<file path="config.mk">
export PLATFORM = sky130hd
export DESIGN_NAME = nmi_request_ctrl
export DESIGN_NICKNAME = d
export VERILOG_FILES = /design/src/rtl/nmi_request_ctrl_pkg.sv /design/src/rtl/nmi_request_ctrl_sync_edge.sv /design/src/rtl/nmi_request_ctrl.sv
export SDC_FILE = /design/constraint.sdc
export NUM_CORES = 1
export LEC_CHECK = 0
export CORE_MARGIN = 2
export CORE_UTILIZATION = 33
export DETAILED_ROUTE_END_ITERATION = 12
export DONT_BUFFER_PORTS = 1
export GPL_ROUTABILITY_DRIVEN = 0
export MAX_ROUTING_LAYER = met4
export SKIP_LAST_GASP = 1
export SLEW_MARGIN = 5
export SYNTH_ARGS = -nofsm -noshare
export SYNTH_HDL_FRONTEND = slang
export SYNTH_HIERARCHICAL = 1
export SYNTH_SLANG_ARGS = --single-unit
</file>
<file path="constraint.sdc">
create_clock -name clk_i -period 2.9 [get_ports clk_i]
set_input_delay 0.29 -clock clk_i [delete_from_list [all_inputs] [get_ports clk_i]]
set_output_delay 0.29 -clock clk_i [all_outputs]
set_load 0.01 [all_outputs]
</file>
<file path="src/rtl/nmi_request_ctrl_pkg.sv">
`default_nettype none
// ============================================================================
// Module      : nmi_request_ctrl_pkg
// Description : Shared constants, FSM encoding and the fixed-priority picker
//               for the NMI request controller.
// Revision    : 1.0 - initial release
// ============================================================================
package nmi_request_ctrl_pkg;

  // Four sources because the core's NMI_ID field is two bits wide.
  localparam int SRC_COUNT       = 4;
  localparam int ID_W            = 2;
  localparam int DEF_ACK_TIMEOUT = 255;

  typedef enum logic [1:0] {
    ST_IDLE    = 2'd0,
    ST_REQ     = 2'd1,
    ST_SERVICE = 2'd2,
    ST_RESUME  = 2'd3
  } state_e;

  // Lowest set index wins; returns 0 when nothing is set (caller gates on |req).
  function automatic logic [ID_W-1:0] prio_pick(input logic [SRC_COUNT-1:0] req);
    logic [ID_W-1:0] pick;
    pick = '0;
    for (int i = SRC_COUNT - 1; i >= 0; i--) begin
      if (req[i]) pick = ID_W'(i);
    end
    return pick;
  endfunction

endpackage
`default_nettype wire

</file>
<file path="src/rtl/nmi_request_ctrl_sync_edge.sv">
`default_nettype none
// ============================================================================
// Module      : nmi_sync_edge
// Description : Multi-flop synchroniser for one asynchronous event line plus
//               a registered rising-edge detector. One-cycle pulse per edge.
//               SYNC_STAGES must be at least 2.
// Revision    : 1.0 - initial release
// ============================================================================
module nmi_sync_edge
  import nmi_request_ctrl_pkg::*;
#(
  parameter int SYNC_STAGES = 2
) (
  input  logic clk_i,
  input  logic rst_ni,
  input  logic src_i,
  output logic edge_o
);

  logic [SYNC_STAGES-1:0] sync_q;
  logic                   prev_q;
  logic                   edge_q;

  // Shift the raw line through the synchroniser, remember the previous value
  // and register the edge so the detector output is glitch-free.
  always_ff @(posedge clk_i or negedge rst_ni) begin
    if (!rst_ni) begin
      sync_q <= '0;
      prev_q <= 1'b0;
      edge_q <= 1'b0;
    end else begin
      sync_q <= {sync_q[SYNC_STAGES-2:0], src_i};
      prev_q <= sync_q[SYNC_STAGES-1];
      edge_q <= sync_q[SYNC_STAGES-1] & ~prev_q;
    end
  end

  assign edge_o = edge_q;

endmodule
`default_nettype wire

</file>
<file path="src/rtl/nmi_request_ctrl.sv">
`default_nettype none
// ============================================================================
// Module      : nmi_request_ctrl
// Description : Initiator side of the core NMI handshake. Latches rising
//               edges of up to four async sources as pending requests,
//               arbitrates them by fixed priority (index 0 highest) and runs
//               the NMI / NMI_ACK / RSM four-phase handshake with an ACK
//               timeout.
// Revision    : 1.0 - initial release
// ============================================================================
module nmi_request_ctrl
  import nmi_request_ctrl_pkg::*;
#(
  parameter int NUM_SRC     = SRC_COUNT,
  parameter int SYNC_STAGES = 2,
  parameter int ACK_TIMEOUT = DEF_ACK_TIMEOUT,
  parameter int TMO_W       = 8
) (
  input  logic               clk_i,
  input  logic               rst_ni,
  input  logic [NUM_SRC-1:0] irq_src_i,
  input  logic [NUM_SRC-1:0] irq_mask_i,
  input  logic               svc_done_i,
  input  logic               nmi_ack_i,
  output logic               nmi_o,
  output logic [ID_W-1:0]    nmi_id_o,
  output logic               rsm_o,
  output logic [NUM_SRC-1:0] pending_o,
  output logic               busy_o,
  output logic               timeout_err_o
);

  localparam logic [TMO_W-1:0] TMO_LIMIT = TMO_W'(ACK_TIMEOUT);

  logic [NUM_SRC-1:0] edge_w;
  logic [NUM_SRC-1:0] set_w;
  logic [NUM_SRC-1:0] clr_w;
  logic [NUM_SRC-1:0] eligible_w;
  logic [ID_W-1:0]    winner_w;
  logic [TMO_W-1:0]   cnt_inc_w;

  logic [NUM_SRC-1:0] pending_q, pending_d;
  state_e             state_q;
  logic               nmi_q;
  logic [ID_W-1:0]    nmi_id_q;
  logic               rsm_q;
  logic               tmo_err_q;
  logic [TMO_W-1:0]   cnt_q;

  genvar gi;
  generate
    for (gi = 0; gi < NUM_SRC; gi++) begin : g_src
      nmi_sync_edge #(
        .SYNC_STAGES (SYNC_STAGES)
      ) u_sync_edge (
        .clk_i  (clk_i),
        .rst_ni (rst_ni),
        .src_i  (irq_src_i[gi]),
        .edge_o (edge_w[gi])
      );
    end
  endgenerate

  // Pending-set/clear arithmetic and arbitration; a new edge beats a clear.
  always_comb begin
    set_w      = edge_w & ~irq_mask_i;
    clr_w      = '0;
    if (state_q == ST_REQ && nmi_ack_i) begin
      clr_w = NUM_SRC'(1) << nmi_id_q;
    end
    pending_d  = (pending_q & ~clr_w) | set_w;
    eligible_w = pending_q & ~irq_mask_i;
    winner_w   = prio_pick(eligible_w);
    cnt_inc_w  = cnt_q + 1'b1;
  end

  // Sticky pending request register.
  always_ff @(posedge clk_i or negedge rst_ni) begin
    if (!rst_ni) begin
      pending_q <= '0;
    end else begin
      pending_q <= pending_d;
    end
  end

  // Handshake FSM with registered NMI, NMI_ID, RSM and the timeout flag.
  always_ff @(posedge clk_i or negedge rst_ni) begin
    if (!rst_ni) begin
      state_q   <= ST_IDLE;
      nmi_q     <= 1'b0;
      nmi_id_q  <= '0;
      rsm_q     <= 1'b0;
      tmo_err_q <= 1'b0;
      cnt_q     <= '0;
    end else begin
      rsm_q <= 1'b0;
      case (state_q)
        ST_IDLE: begin
          if (|eligible_w) begin
            nmi_q    <= 1'b1;
            nmi_id_q <= winner_w;
            cnt_q    <= '0;
            state_q  <= ST_REQ;
          end
        end
        ST_REQ: begin
          cnt_q <= cnt_inc_w;
          // ACK takes precedence over a simultaneous timeout.
          if (nmi_ack_i) begin
            nmi_q   <= 1'b0;
            state_q <= ST_SERVICE;
          end else if (cnt_inc_w == TMO_LIMIT) begin
            nmi_q     <= 1'b0;
            tmo_err_q <= 1'b1;
            state_q   <= ST_IDLE;
          end
        end
        ST_SERVICE: begin
          if (svc_done_i) begin
            rsm_q   <= 1'b1;
            state_q <= ST_RESUME;
          end
        end
        ST_RESUME: begin
          if (!nmi_ack_i) begin
            state_q <= ST_IDLE;
          end
        end
        default: state_q <= ST_IDLE;
      endcase
    end
  end

  assign nmi_o         = nmi_q;
  assign nmi_id_o      = nmi_id_q;
  assign rsm_o         = rsm_q;
  assign pending_o     = pending_q;
  assign busy_o        = (state_q != ST_IDLE);
  assign timeout_err_o = tmo_err_q;

endmodule
`default_nettype wire
</file>
# Word-level counts from Yosys, hierarchy flattened
# Cells that the tools add are included.
# op_classes
add_sub_neg	1
mul	0
n_div	0
magnitude_cmp	0
eq_ne	8
shifts	1
muxes	19
n_bitwise	15
n_reduce_logical	10
# op_table
cell	count
2-bit two-way mux	9
8-bit case mux with 2 select lines	1
4-bit bitwise AND	3
8-bit by 1-bit adder with 8-bit output (second input constant)	1
8-bit equality test (second input constant)	1
8-bit two-way mux	1
4-bit inverter	2
2-bit case mux with 4 select lines	1
2-bit inequality test (second input constant)	3
3-bit AND reduction	2
1-bit two-way mux	5
1-bit inverter	5
1-bit bitwise AND	4
2-bit equality test (second input constant)	2
4-bit two-way mux	1
4-bit OR	1
2-bit AND reduction	2
4-bit AND reduction	1
2-bit nonzero test	2
4-bit OR reduction	1
1-bit by 2-bit << shifter with 4-bit output (first input constant)	1
3-bit by 2-bit inequality test with 1-bit output (second input constant)	1
2-bit by 1-bit equality test with 1-bit output (second input constant)	1
2-bit zero test	1
other kinds (2)	2
# word_totals
register_bits	35
latchBits	0
mem_bits_rw	0
rom_bits	0
input_bits	12
output_inout_bits	10
elab_cells	73
memories	0

# Logic depth before layout (Yosys ltp)
# Gate-level depths: netlist of run 1.
# logic_depth
ltp_word	6
ltp_mapped	5
ltp_nobuf	5

# By module
# The synthesis of run 1 kept the hierarchy.
# modules_own_cells
mod	n_inst	cells_each	area_each_um2	seq_area_each_um2
nmi_request_ctrl	1	109	1059.8	475.5
nmi_sync_edge	4	5	113.9	100.1

# Worst setup path after synthesis of run 1
# OpenSTA, ideal clock, no wires.
# synth_path
path_type	register to register
start	reg cnt_q[0]
end	reg nmi_q (netlist: nmi_o)
setup_time_ns	0.133
arrival_ns	1.534
t_required_ns	2.767
setup_slack_ns	1.233
path_stages_with_launch	6
n_path_buf	0
synth_period_minus_slack_ns	1.667
cell_sequence	dfrtp_1 -> ha_1 -> nand3_2 -> or3_4 -> a2111oi_4 -> a21oi_1
# synth_between
elab_chain_cells	4
# synth_rtl
item	line	source
start, declared	nmi_request_ctrl.sv:48	logic [TMO_W-1:0] cnt_q;
start signal, assigned	nmi_request_ctrl.sv:107	cnt_q <= cnt_inc_w;
8-bit by 1-bit adder with 8-bit output	nmi_request_ctrl.sv:74	cnt_inc_w = cnt_q + 1'b1;
8-bit equality test	nmi_request_ctrl.sv:112	end else if (cnt_inc_w == TMO_LIMIT) begin
3-bit by 2-bit inequality test with 1-bit output (no line)	-	
3-bit AND reduction (no line)	-	
end signal, assigned	nmi_request_ctrl.sv:90	nmi_q <= 1'b0;
end signal, assigned	nmi_request_ctrl.sv:110	nmi_q <= 1'b0;
end signal, assigned	nmi_request_ctrl.sv:113	nmi_q <= 1'b0;
end, declared	nmi_request_ctrl.sv:44	logic nmi_q;
# Every way passes these cells.
# A chain may end at the register's enable or synchronous reset.

# Worst setup path after layout of run 1
# Same ends and word-level chain as after synthesis.

==> run summary, run 1 <==
The worst-case setup margin in the final layout came out at 1060 ps. Global routing consumed, over all layers together, 13.3% of the routing resources. Clock tree synthesis selected as its root buffer the cell sky130_fd_sc_hd__clkbuf_8. The tools report the detailed placer's ending HPWL as 2.03 mm.

The number of global-route vias before repair was 1,019. The first detailed-routing pass ran for 4 iterations. The run gives 543 MHz as the timing-limited maximum frequency.

In the synthesized netlist the dominant register cell turns out to be sky130_fd_sc_hd__dfrtp_1. The average footprint of a synthesized cell was 11.7 um^2; the area of the core was 4380 um^2. Fill cells in the final layout number 441. The share of total power dissipated in the clock network is 25.2%.

For the finished layout, the period the worst path requires is 1840 ps. The total congestion overflow was 0; the number of diodes was 0. The number of antenna violations at the first check in global routing was 0; the warning count from the yosys run was 6.

Yosys mapped a number of flops with a built-in enable equal to 0. For the post-synthesis net count, the log shows 143. The detail-routed net length per standard cell works out to 15.8 um. Across the VDD grid, the largest voltage drop is 0.428 mV. The most repeated cell in the gate-level netlist after synthesis is sky130_fd_sc_hd__dfrtp_1.

Setup repair after global routing left no endpoint under its margin. The largest net degree at the start of global routing is 36, and the number of ports placed on the die boundary is 22. Before CTS, the worst setup slack after placement is 1070 ps. The net switching share of the total power was 36.8%; the mapped cell area was 1520 um^2. The library cell with the largest summed area after synthesis was sky130_fd_sc_hd__dfrtp_1.

The tools report the site row count as 24. Clock-pin slew was measured on the worst setup and hold paths at 80 ps. The run finished with clean final reports. At the pin with the least slew margin, the transition time is 585 ps. The average via count per standard cell was 5.33; the final hold violation count was 0. The internal portion of the total power is 0.000934 W. The run gives 0 as the count of pins over their slew limit. TritonCTS built the clock tree. The maximum fanout along the worst path is 5, and the number of remaining DRC errors is 0. The data required time at the worst endpoint was 3040 ps; the part of the power in combinational logic was 25.2%. The detailed-route via count was 986; the post-route clock period utilization was 63.5%. Relative to the synthesized area, the layout overhead comes to 11.0%. The number of gates resized after CTS is 0.

The initial detailed-routing violation count came out at 30. Measured against its own limit, the worst slew margin works out to 60.9%. The worst setup path is launched from a flip-flop.

The number of synthesized register bits is 35, and the reported leakage power is 0.733 nW. The count of input and output buffers is 0, and the number of nets still failing antenna checks after routing is 0. The sink count of the clock tree came out at 35. The worst setup path is captured at a flip-flop. The min-delay analysis places its worst path in the category input pin to flip-flop. The async set-reset flop share out of synthesis is 100%.

Sorting the synthesized cells by area gives the leading types as sky130_fd_sc_hd__dfrtp_1 58%, sky130_fd_sc_hd__nor2b_4 3.6%, sky130_fd_sc_hd__mux2i_1 2.6%. In this run the number of H-tree levels came out at 2. The global-route wire length before repair is 5.09 mm. By count the netlist is led by 35 x sky130_fd_sc_hd__dfrtp_1, 8 x sky130_fd_sc_hd__inv_1. The floorplan step set the die width to 71.8 um. Synthesized instance count: 129.

Summed over its instances, the top area cell type makes up 57.8% of the synthesized netlist area. The synthesized netlist contains 36 unique library cells. The total setup violations reported at the end of the flow is 0, and the fraction of final layout cells sized beyond drive strength 1 is 13.5%.

After detailed routing, the total wire length is 2.92 mm. For this run, the register share of the synthesized area comes to 57.8%. In the final timing run, aggregate negative setup slack is 0 ps.

In this run the power density over the cells is 879 nW/um^2. Once the floorplan was initialized, standard cells occupied 34.6% of the core. The tools report the clock latency of the later-clocked register in the worst-skew pair as 290 ps. TritonCTS created 5 clock buffers. The maximum count of clock buffers along a single path was 2; the net count reported at finish was 146. The die height is 71.8 um, and the switching power is 0.000544 W.

The max-capacitance violation count was 0. The critical setup path kind is flip-flop to flip-flop. The tools report the worst path arrival time as 1980 ps. The area of the die is 5150 um^2. The clock arrives with 7.18 ps of skew. Per report_power, the sequential group accounts for 49.6% of the total.
-- power by group through the flow --
| stage | sequential [W] | combinational [W] | clock, W |
|---|---|---|---|
| after global routing | 0.000748 | 0.000427 | 0.000407 |
| final | 0.000733 | 0.000372 | 0.000373 |
| after floorplan | 0.000690 | 0.000313 | 0 |
| after CTS | 0.000733 | 0.000375 | 0.000383 |
| after global placement | 0.000733 | 0.000343 | 0 |
| after detailed placement | 0.000740 | 0.000359 | 0 |
-- cell families (layout without fill, tap and decap cells) --
family | after synthesis | after routing | synth area share [%]
AND/OR/NAND/NOR | 37 | 37 | 15.9
multiplexers | 6 | 6 | 4.13
adder cells (fa/ha/maj) | 2 | 2 | 1.65
buffers and inverters | 14 | 18 | 3.80
AO/OA/AOI/OAI | 33 | 33 | 15.6
XOR/XNOR | 2 | 2 | 1.16
flip-flops | 35 | 35 | 57.8
-- registers in the layout, indices dropped and copies added (netlist names), named ones only --
register / count
g_src.u_sync_edge/sync_q: 8
cnt_q: 8
rsm_o: 1
g_src.u_sync_edge/prev_q: 4
nmi_id_o: 2
timeout_err_o: 1
pending_o: 4
nmi_o: 1
g_src.u_sync_edge/edge_o: 4
state_q: 1
-- timing repair --
item,CTS,global route
hold endpoints to repair,35,0
hold buffers,2,0
setup buffers,0,0
-- stage by stage --
stage	instances	power, W	hold WS [ps]	area [um^2]	utilization [%]
final	185	0.00148	24.5	1680	38.4
after detailed placement	175	0.00110	-4.68	1550	35.4
after floorplan	129	0.00100	-5.59	1520	-
after global routing	185	0.00158	5.20	1680	38.4
after CTS	185	0.00149	16.7	1680	38.4
after global placement	175	0.00108	-4.84	1550	35.4
-- cell type report --
cell class              instances  area [um^2]  share of cell area [%]
clock buffers                   6         82.6                    4.91
clock inverters                 2         16.3                   0.967
inverters                       8         30.0                    1.79
multi-input cells              80          582                    34.6
flip-flops and latches         35          876                    52.1
well taps                      52         65.1                    3.87
repair buffers                  2         30.0                    1.79
-- path summary, 6_finish.rpt --
| path | start | endpoint | slack, ps | depth (start not counted) |
|---|---|---|---|---|
| worst max-delay path | cnt_q[0] | nmi_o | 1060 | 5 |
| worst min-delay path | irq_src_i[2] | g_src[2].u_sync_edge/sync_q[0] | 20 | 0 |
| worst max register to register | cnt_q[0] | nmi_o | 1060 | 5 |
| worst min register to register | g_src[3].u_sync_edge/sync_q[0] | g_src[3].u_sync_edge/sync_q[1] | 350 | 0 |
| max in group asynchronous | rst_ni | cnt_q[3] | 2260 | 2 |
| min in group asynchronous | rst_ni | rsm_o | 460 | 2 |
-- cells in the final DEF, fill, tap and decap left out, types with 2 or more instances in the layout --
cell	count
sky130_fd_sc_hd__a211oi_1	4
sky130_fd_sc_hd__a21o_1	4
sky130_fd_sc_hd__a21oi_1	4
sky130_fd_sc_hd__a41oi_1	2
sky130_fd_sc_hd__and3_1	3
sky130_fd_sc_hd__clkbuf_8	6
sky130_fd_sc_hd__dfrtp_1	35
sky130_fd_sc_hd__ha_1	2
sky130_fd_sc_hd__inv_1	8
sky130_fd_sc_hd__mux2_2	2
sky130_fd_sc_hd__mux2i_1	4
sky130_fd_sc_hd__nand2_1	5
sky130_fd_sc_hd__nand2b_1	5
sky130_fd_sc_hd__nand3_1	4
sky130_fd_sc_hd__nand4_1	2
sky130_fd_sc_hd__nor2_1	5
sky130_fd_sc_hd__nor2b_1	2
sky130_fd_sc_hd__nor2b_4	4
sky130_fd_sc_hd__nor3_1	2
sky130_fd_sc_hd__o21ai_0	5
sky130_fd_sc_hd__o21ai_1	5
sky130_fd_sc_hd__o31ai_1	3
sky130_fd_sc_hd__xnor2_1	2
-- worst max-delay path: stages, from the launching register on --
cell,delay [ps]
sky130_fd_sc_hd__dfrtp_1,400
sky130_fd_sc_hd__ha_1,290
sky130_fd_sc_hd__nand3_2,130
sky130_fd_sc_hd__or3_4,360
sky130_fd_sc_hd__a2111oi_4,400
sky130_fd_sc_hd__a21oi_1,120
-- metal layers --
layer | routed length (um) | track usage, % | share of wire, % | vias up
met5 | 0 | - | 0 | -
met4 | 40 | 6.29 | 1.4 | 0
met3 | 150 | 4.50 | 5.1 | 6
met2 | 1380 | 19.0 | 47 | 23
met1 | 1340 | 16.9 | 46 | 491
li1 | - | - | - | 466
No activity file was read; power rests on OpenSTA's default activity.
==> inputs of run 2 (changes only) <==
==> constraint.sdc (replaced) <==
create_clock -name clk_i -period 1.5 [get_ports clk_i]
set_input_delay 0.15 -clock clk_i [delete_from_list [all_inputs] [get_ports clk_i]]
set_output_delay 0.15 -clock clk_i [all_outputs]
set_load 0.01 [all_outputs]
==> run 2 against run 1 <==
The run now ends with setup timing left. Power is 120% higher. Sequential cell count unchanged. Critical path depth is the same. Highest routed layer unchanged. Clock skew shrank 0.54 ps.
==> run summary, run 2 (synthesis gave the netlist of run 1 again) <==
At the pin with the least slew margin, the transition time is 308 ps. The startpoint identified for the worst register-to-register timing path is cnt_q[1]. The run finished, with violations left. Critical setup path kind: flip-flop to flip-flop.

The critical path starts at cnt_q[1]. The total congestion overflow is 0, and the minimum hold slack is 27.4 ps. After clock tree synthesis, the clock-pin slew on the worst setup and hold paths is 70 ps.

The run gives 173 as the net count reported at finish. The library cell used most frequently in the layout, excluding fill and tap cells, is sky130_fd_sc_hd__dfrtp_1. For the final hold violation count, the log shows 0. The first global-routing pass estimated 5.04 mm of wire.

Number of antenna violations at the first check in global routing: 0. The number of diodes is 0, and the power per unit of standard cell area is 1700 nW/um^2. In the layout the commonest cells are 35 x sky130_fd_sc_hd__dfrtp_1, 18 x sky130_fd_sc_hd__buf_4, 10 x sky130_fd_sc_hd__dlygate4sd3_1. In this run the remaining antenna-violating nets after routing total 0. For the maximum count of clock buffers along a single path, the log shows 2. The largest registers in the layout are cnt_q x8, g_src.u_sync_edge/sync_q x8. For this run, the total global-route usage over all layers was measured as 13.6%.

The tools report the total length of routed wires as 3.04 mm. The tools report the starting density of the core as 34.6%. The post-placement worst setup slack is -45.9 ps, and the number of iterations in the first detailed-routing pass is 4. The number of global-route vias before repair came out at 1,095.

The largest single stage delay on the critical path is 390 ps. Dividing the detail-routed wire length by the instance count gives 14.3 um. The largest net degree at the start of global routing was 36. The worst setup path is captured at a flip-flop. The relative slew slack was 79.5%; the time the worst path needs with I/O delays and setup was 1540 ps. The H-tree was split into 2 levels. The layout-stage area growth over the synthesis result was 28.2%; the number of ports placed on the die boundary was 22.

The run gives 6.64 ps as the setup skew after layout. Across the run, the number of max-cap violations was 0. The die is 71.8 um tall. The initial detailed-routing violation count is 28. The final critical path takes up 103% of the cycle. The signal on the critical path passes through ha_4 -> nand3_2 -> or3_4 -> a2111oi_4 -> o31ai_1. The tools report the clock root buffer master as sky130_fd_sc_hd__clkbuf_8. Clock latency on the worst-skew pair, taken at its later pin, is 290 ps.

For this run, design rule violations remaining after detail routing come to 0. The average via count per standard cell was 5.15. TritonCTS built the clock tree.

Summed over all cells, the static leakage comes to 0.871 nW. VDD sags by at most 0.966 mV. Critical path startpoint category: a flip-flop.

Data on the critical path arrives at its endpoint at 1710 ps. Data required time at the worst endpoint: 1670 ps. The checks that failed: setup timing. Setup repair after global routing could not meet its margin everywhere. The worst hold path begins at nmi_ack_i. The initialized floorplan defines 24 standard-cell rows. The post-route netlist has 23.8% of its cells at a drive strength greater than 1.

For this run, the top clock speed supported by timing is 648 MHz. The detailed placer's ending HPWL is 2.15 mm. The path category of the worst min-delay check is input pin to flip-flop.

CTS saw 35 sinks. The detailed router placed 1,092 vias in this run. During placement, the flow inserted port buffers numbering 0. The die width is 71.8 um. Setup violations remaining at the end of the flow were counted as 3.

Along the worst path, the maximum fanout reaches 3. For the area of the die, the log shows 5150 um^2. The count of pins over their slew limit was 0; the number of inserted filler cells in the final layout was 419. For this design, the slowest cell found on the critical path is sky130_fd_sc_hd__dfrtp_1. The logs give -43.0 ps for the worst-case setup margin in the final layout and 5 for the number of buffers created by CTS. The area of the core is 4380 um^2.
## run 2: worst max-delay path: cells and delay by family (launching register included)
family | cells | cell delay, ps
AOI/OAI and AO/OA | 2 | 460
and+or+nand+nor | 2 | 410
DFF | 1 | 390
adders and majority gates | 1 | 150
## run 2: per-layer routing
metal	routed length, um	track usage [%]	part of all wire, %	vias up
met4	62	6.71	2.0	0
met1	1190	14.5	39	550
li1	-	-	-	513
met2	1590	21.9	52	21
met5	0	-	0	-
met3	201	5.63	6.6	8
## run 2: final cells by class
type / instances / area (um^2) / share of cell area (%)
clock buffers: 6 / 82.6 / 4.25
clock inverters: 2 / 38.8 / 2.00
inverters: 8 / 30.0 / 1.55
multi-input cells: 80 / 596 / 30.7
flip-flops and latches: 35 / 876 / 45.1
well taps: 52 / 65.1 / 3.35
repair buffers: 29 / 255 / 13.1
## run 2: final timing paths
path / endpoint / depth (start not counted) / slack, ps
setup / recovery: state_q[0] / 5 / -40
min in group asynchronous: cnt_q[5] / 2 / 300
hold reg to reg: g_src[1].u_sync_edge/sync_q[1] / 0 / 350
hold / removal: state_q[0] / 2 / 30
max in group asynchronous: cnt_q[0] / 2 / 1020
setup reg to reg: state_q[0] / 5 / -40
## run 2: stage by stage
step	instance area [um^2]	utilization, %	cells	setup TNS (ps)	total power, W
6_report	1940	44.3	212	-97.3	0.00330
5_1_grt	1940	44.3	212	-274	0.00352
4_1_cts	1940	44.3	212	-125	0.00334
3_5_place_dp	1700	38.8	193	-111	0.00238
3_3_place_gp	1700	38.8	193	-27.9	0.00235
2_1_floorplan	1530	-	129	-155	0.00195
## run 2: timing repair
action,CTS,global route
hold endpoints to repair,45,0
cloned,0,0
buffers inserted,0,0
endpoints found under the setup margin,3,6
resized for setup,0,1
hold buffers,11,0
pin swaps,0,1
## run 2: where the power goes
group          total (W)  internal [W]  switching, W  leakage [nW]
logic            0.00108      0.000516      0.000562         0.383
clock network   0.000904      0.000546      0.000358        0.0618
registers        0.00132       0.00113      0.000191         0.426
total            0.00330       0.00219       0.00111         0.871
==> inputs of run 3 (changes only) <==
--- a/config.mk
+++ b/config.mk
@@ -17,3 +17,4 @@
 export SYNTH_HDL_FRONTEND = slang
 export SYNTH_HIERARCHICAL = 1
 export SYNTH_SLANG_ARGS = --single-unit
+export TNS_END_PERCENT = 50
==> run 3 against run 2 <==
The flow still finishes with violations (setup timing). Setup slack lost 2.8 ps. Clock skew is essentially flat. Critical path depth is the same. Non-clock buffer count is the same. First-iteration DRC count grew to 3.3 times the previous value. Sequential power is essentially flat. Die area is the same. Cell count is the same. Utilization shrank 0.54 points. Power shrank 4.8%. Cell area shrank 1.2%. Register-to-register slack is essentially flat. Largest power group unchanged. Highest routed layer unchanged.
==> run summary, run 3 (synthesis gave the netlist of run 1 again) <==
Overall power consumption after layout is estimated at 0.00314 W. In this run, the number of DRC markers left after iteration 0 of detailed routing was 91. The capture instance of the worst register-to-register path was nmi_o.

Per report_power, the clock group accounts for 23.4% of the total. The logs give 0 for the number of diodes and 22 for the number of ports placed on the die boundary. The critical path is of the flip-flop to flip-flop type. In the global route stage, overall resource usage came out at 14.8%. At the pin with the least slew margin, the transition time is 340 ps. Summed over all nets, the half-perimeter wirelength after detailed placement is 2.22 mm. TritonCTS created 5 clock buffers. In this run the standard cell core region covers 4380 um^2. After detailed routing, the average wire length per cell comes to 14.8 um. The logs give 300 ps for the clock latency of the later-clocked register in the worst-skew pair and 173 for the net count reported at finish.

In the routed layout, each cell is associated on average with a via count of 5.21. The worst pin sits at a relative slew slack of 77.4%. For the maximum count of clock buffers along a single path, the log shows 2. The first global-routing pass estimated 5.55 mm of wire. The cell internal power dissipation is 0.00202 W, and the timing-limited maximum frequency is 647 MHz. TritonCTS built the clock tree. The checks that failed: setup timing. After clock tree synthesis, the clock-pin slew on the worst setup and hold paths is 70 ps. Once the clock tree was built, the resizer swapped 0 gates to a different size. The floorplan step set the die height to 71.8 um.

The tools report the clock root buffer master as sky130_fd_sc_hd__clkbuf_8. Total setup violations reported at the end of the flow: 3. The tightest min-delay check is of the input pin to flip-flop type. Of the cells placed in the final design, the portion with a size suffix greater than 1 is 23.1%.

Max-cap violations in this run came to 0. Switching power: 0.00112 W. The worst path in the final design needs a cycle of 1550 ps, including I/O delays and setup. The minimum hold slack was 19.0 ps; the net switching share of the total power was 35.8%. The library cells used most frequently in the layout, excluding fill and tap cells, are 35 x sky130_fd_sc_hd__dfrtp_1, 18 x sky130_fd_sc_hd__buf_4, 10 x sky130_fd_sc_hd__dlygate4sd3_1. The number of antenna violations at the first check in global routing came out at 0. Leaving out fill and tap cells, the most frequent cell in the layout is sky130_fd_sc_hd__dfrtp_1.

The worst hold path begins at nmi_ack_i. The worst setup path is captured at a flip-flop. The final hold violation count is 0, and the layout-stage area growth over the synthesis result is 26.7%.

STA classifies the critical path startpoint as a flip-flop. Between clock sinks in the finished design, the worst skew comes to 6.47 ps. Worst setup slack for register-to-register paths: -50 ps. The first TritonRoute pass finished after 4 iterations. Combinational logic burns 34.6% of the power. The site row count is 24, and the end-of-flow core utilization is 43.8%. The count of H-tree levels built during CTS was 2; the worst hold path cell count was 2. The die covers 5150 um^2. The total length of routed wires came out at 3.14 mm.

For the count of pins over their slew limit, the log shows 0. The path with the worst hold slack has its endpoint at state_q[0]. For this design the ratio of total power to cell area is 1640 nW/um^2. Clock tree synthesis found a total of 35 sinks. The worst path arrival time is 1720 ps, and the post-route clock period utilization is 103%. The data required time at the worst endpoint is 1670 ps, and the worst-case setup margin in the final layout is -45.9 ps. The maximum fanout along the worst path was 3. The count of nets left with antenna violations once routing finished came out at 0.

The finished cells cover 1920 um^2. The number of global-route vias before repair was 1,142. In the final layout, the registers with the most flip-flops are cnt_q x8, g_src.u_sync_edge/sync_q x8. In this run the critical register-to-register path is launched from cnt_q[1]. The run gives 36 as the largest net degree at the start of global routing. After detailed placement, the total cell area comes to 1700 um^2. Setup repair after global routing could not meet its margin everywhere.

Counting cells, the worst reg-to-reg path comes to 5. For this design the static power due to leakage is 0.857 nW. The floorplan step set the die width to 71.8 um.

Once the floorplan was initialized, standard cells occupied 34.6% of the core. The count of input and output buffers works out to 0. The run finished, with violations left. Registers are responsible for 42.0% of the overall power. Across the VDD grid, the largest voltage drop is 0.972 mV.

Across all layers, the routed design uses 1,104 vias. In the routed design, unresolved DRC markers number 0. The total overflow left after global routing is 0.
-- run 3: changes by cell type in the layout (fill, tap and decap cells not counted) --
| cell | delta |
|---|---|
| sky130_fd_sc_hd__bufinv_16 | -1 |
| sky130_fd_sc_hd__and3_2 | -1 |
| sky130_fd_sc_hd__and3_1 | +1 |
| sky130_fd_sc_hd__clkinvlp_4 | +1 |
| sky130_fd_sc_hd__inv_6 | -1 |
| sky130_fd_sc_hd__clkinv_4 | +1 |
-- run 3: per-layer routing --
metal	track usage (%)	share of wire, %
met5	-	0
met4	8.18	2.4
met3	4.50	5.7
met2	22.6	49
met1	17.5	43
-- run 3: critical path: stages, from the launching register on --
cell	delay [ps]
sky130_fd_sc_hd__dfrtp_1	400
sky130_fd_sc_hd__ha_4	150
sky130_fd_sc_hd__nand3_2	80
sky130_fd_sc_hd__or3_4	340
sky130_fd_sc_hd__a2111oi_4	340
sky130_fd_sc_hd__a21oi_1	110
-- run 3: worst max-delay path by stage --
| stage | start | endpoint | slack, ps | cells after the start |
|---|---|---|---|---|
| final | cnt_q[1] | nmi_o | -50 | 5 |
| after detailed placement | cnt_q[1] | nmi_o | -60 | 5 |
| after floorplan | cnt_q[1] | nmi_o | -60 | 5 |
| after global placement | cnt_q[1] | nmi_o | -20 | 5 |
| after global routing | cnt_q[1] | nmi_o | -120 | 5 |
| after CTS | cnt_q[1] | nmi_o | -70 | 5 |
-- run 3: power groups by stage --
stage                     clock network, W  logic, W  registers (W)
after global placement                   0   0.00101        0.00133
final                             0.000736   0.00109        0.00132
after global routing              0.000806   0.00121        0.00135
after floorplan                          0  0.000610        0.00134
after detailed placement                 0   0.00104        0.00134
after CTS                         0.000755   0.00109        0.00132
-- run 3: cell type report --
class                      instances  area (um^2)
timing repair buffer              29          255
multi-input combinational         80          594
clock buffer                       6         82.6
tap                               52         65.1
sequential                        35          876
inverter                           8         30.0
clock inverter                     2         16.3
fill                             432         2460
-- run 3: timing repair --
| item | CTS | global route |
|---|---|---|
| endpoints found under the hold margin | 45 | 0 |
| pin swaps | 0 | 1 |
| gates cloned | 0 | 0 |
| setup endpoints to repair | 3 | 6 |
| hold buffers | 11 | 0 |
| buffers inserted | 0 | 0 |
-- run 3: through the flow --
stage | instances | worst slack [ps] | TNS (ps)
floorplan | 129 | -59.5 | -151
global placement | 193 | -19.6 | -27.3
detailed placement | 193 | -57.1 | -131
CTS | 212 | -68.2 | -175
global route | 212 | -125 | -481
finish | 212 | -45.9 | -125
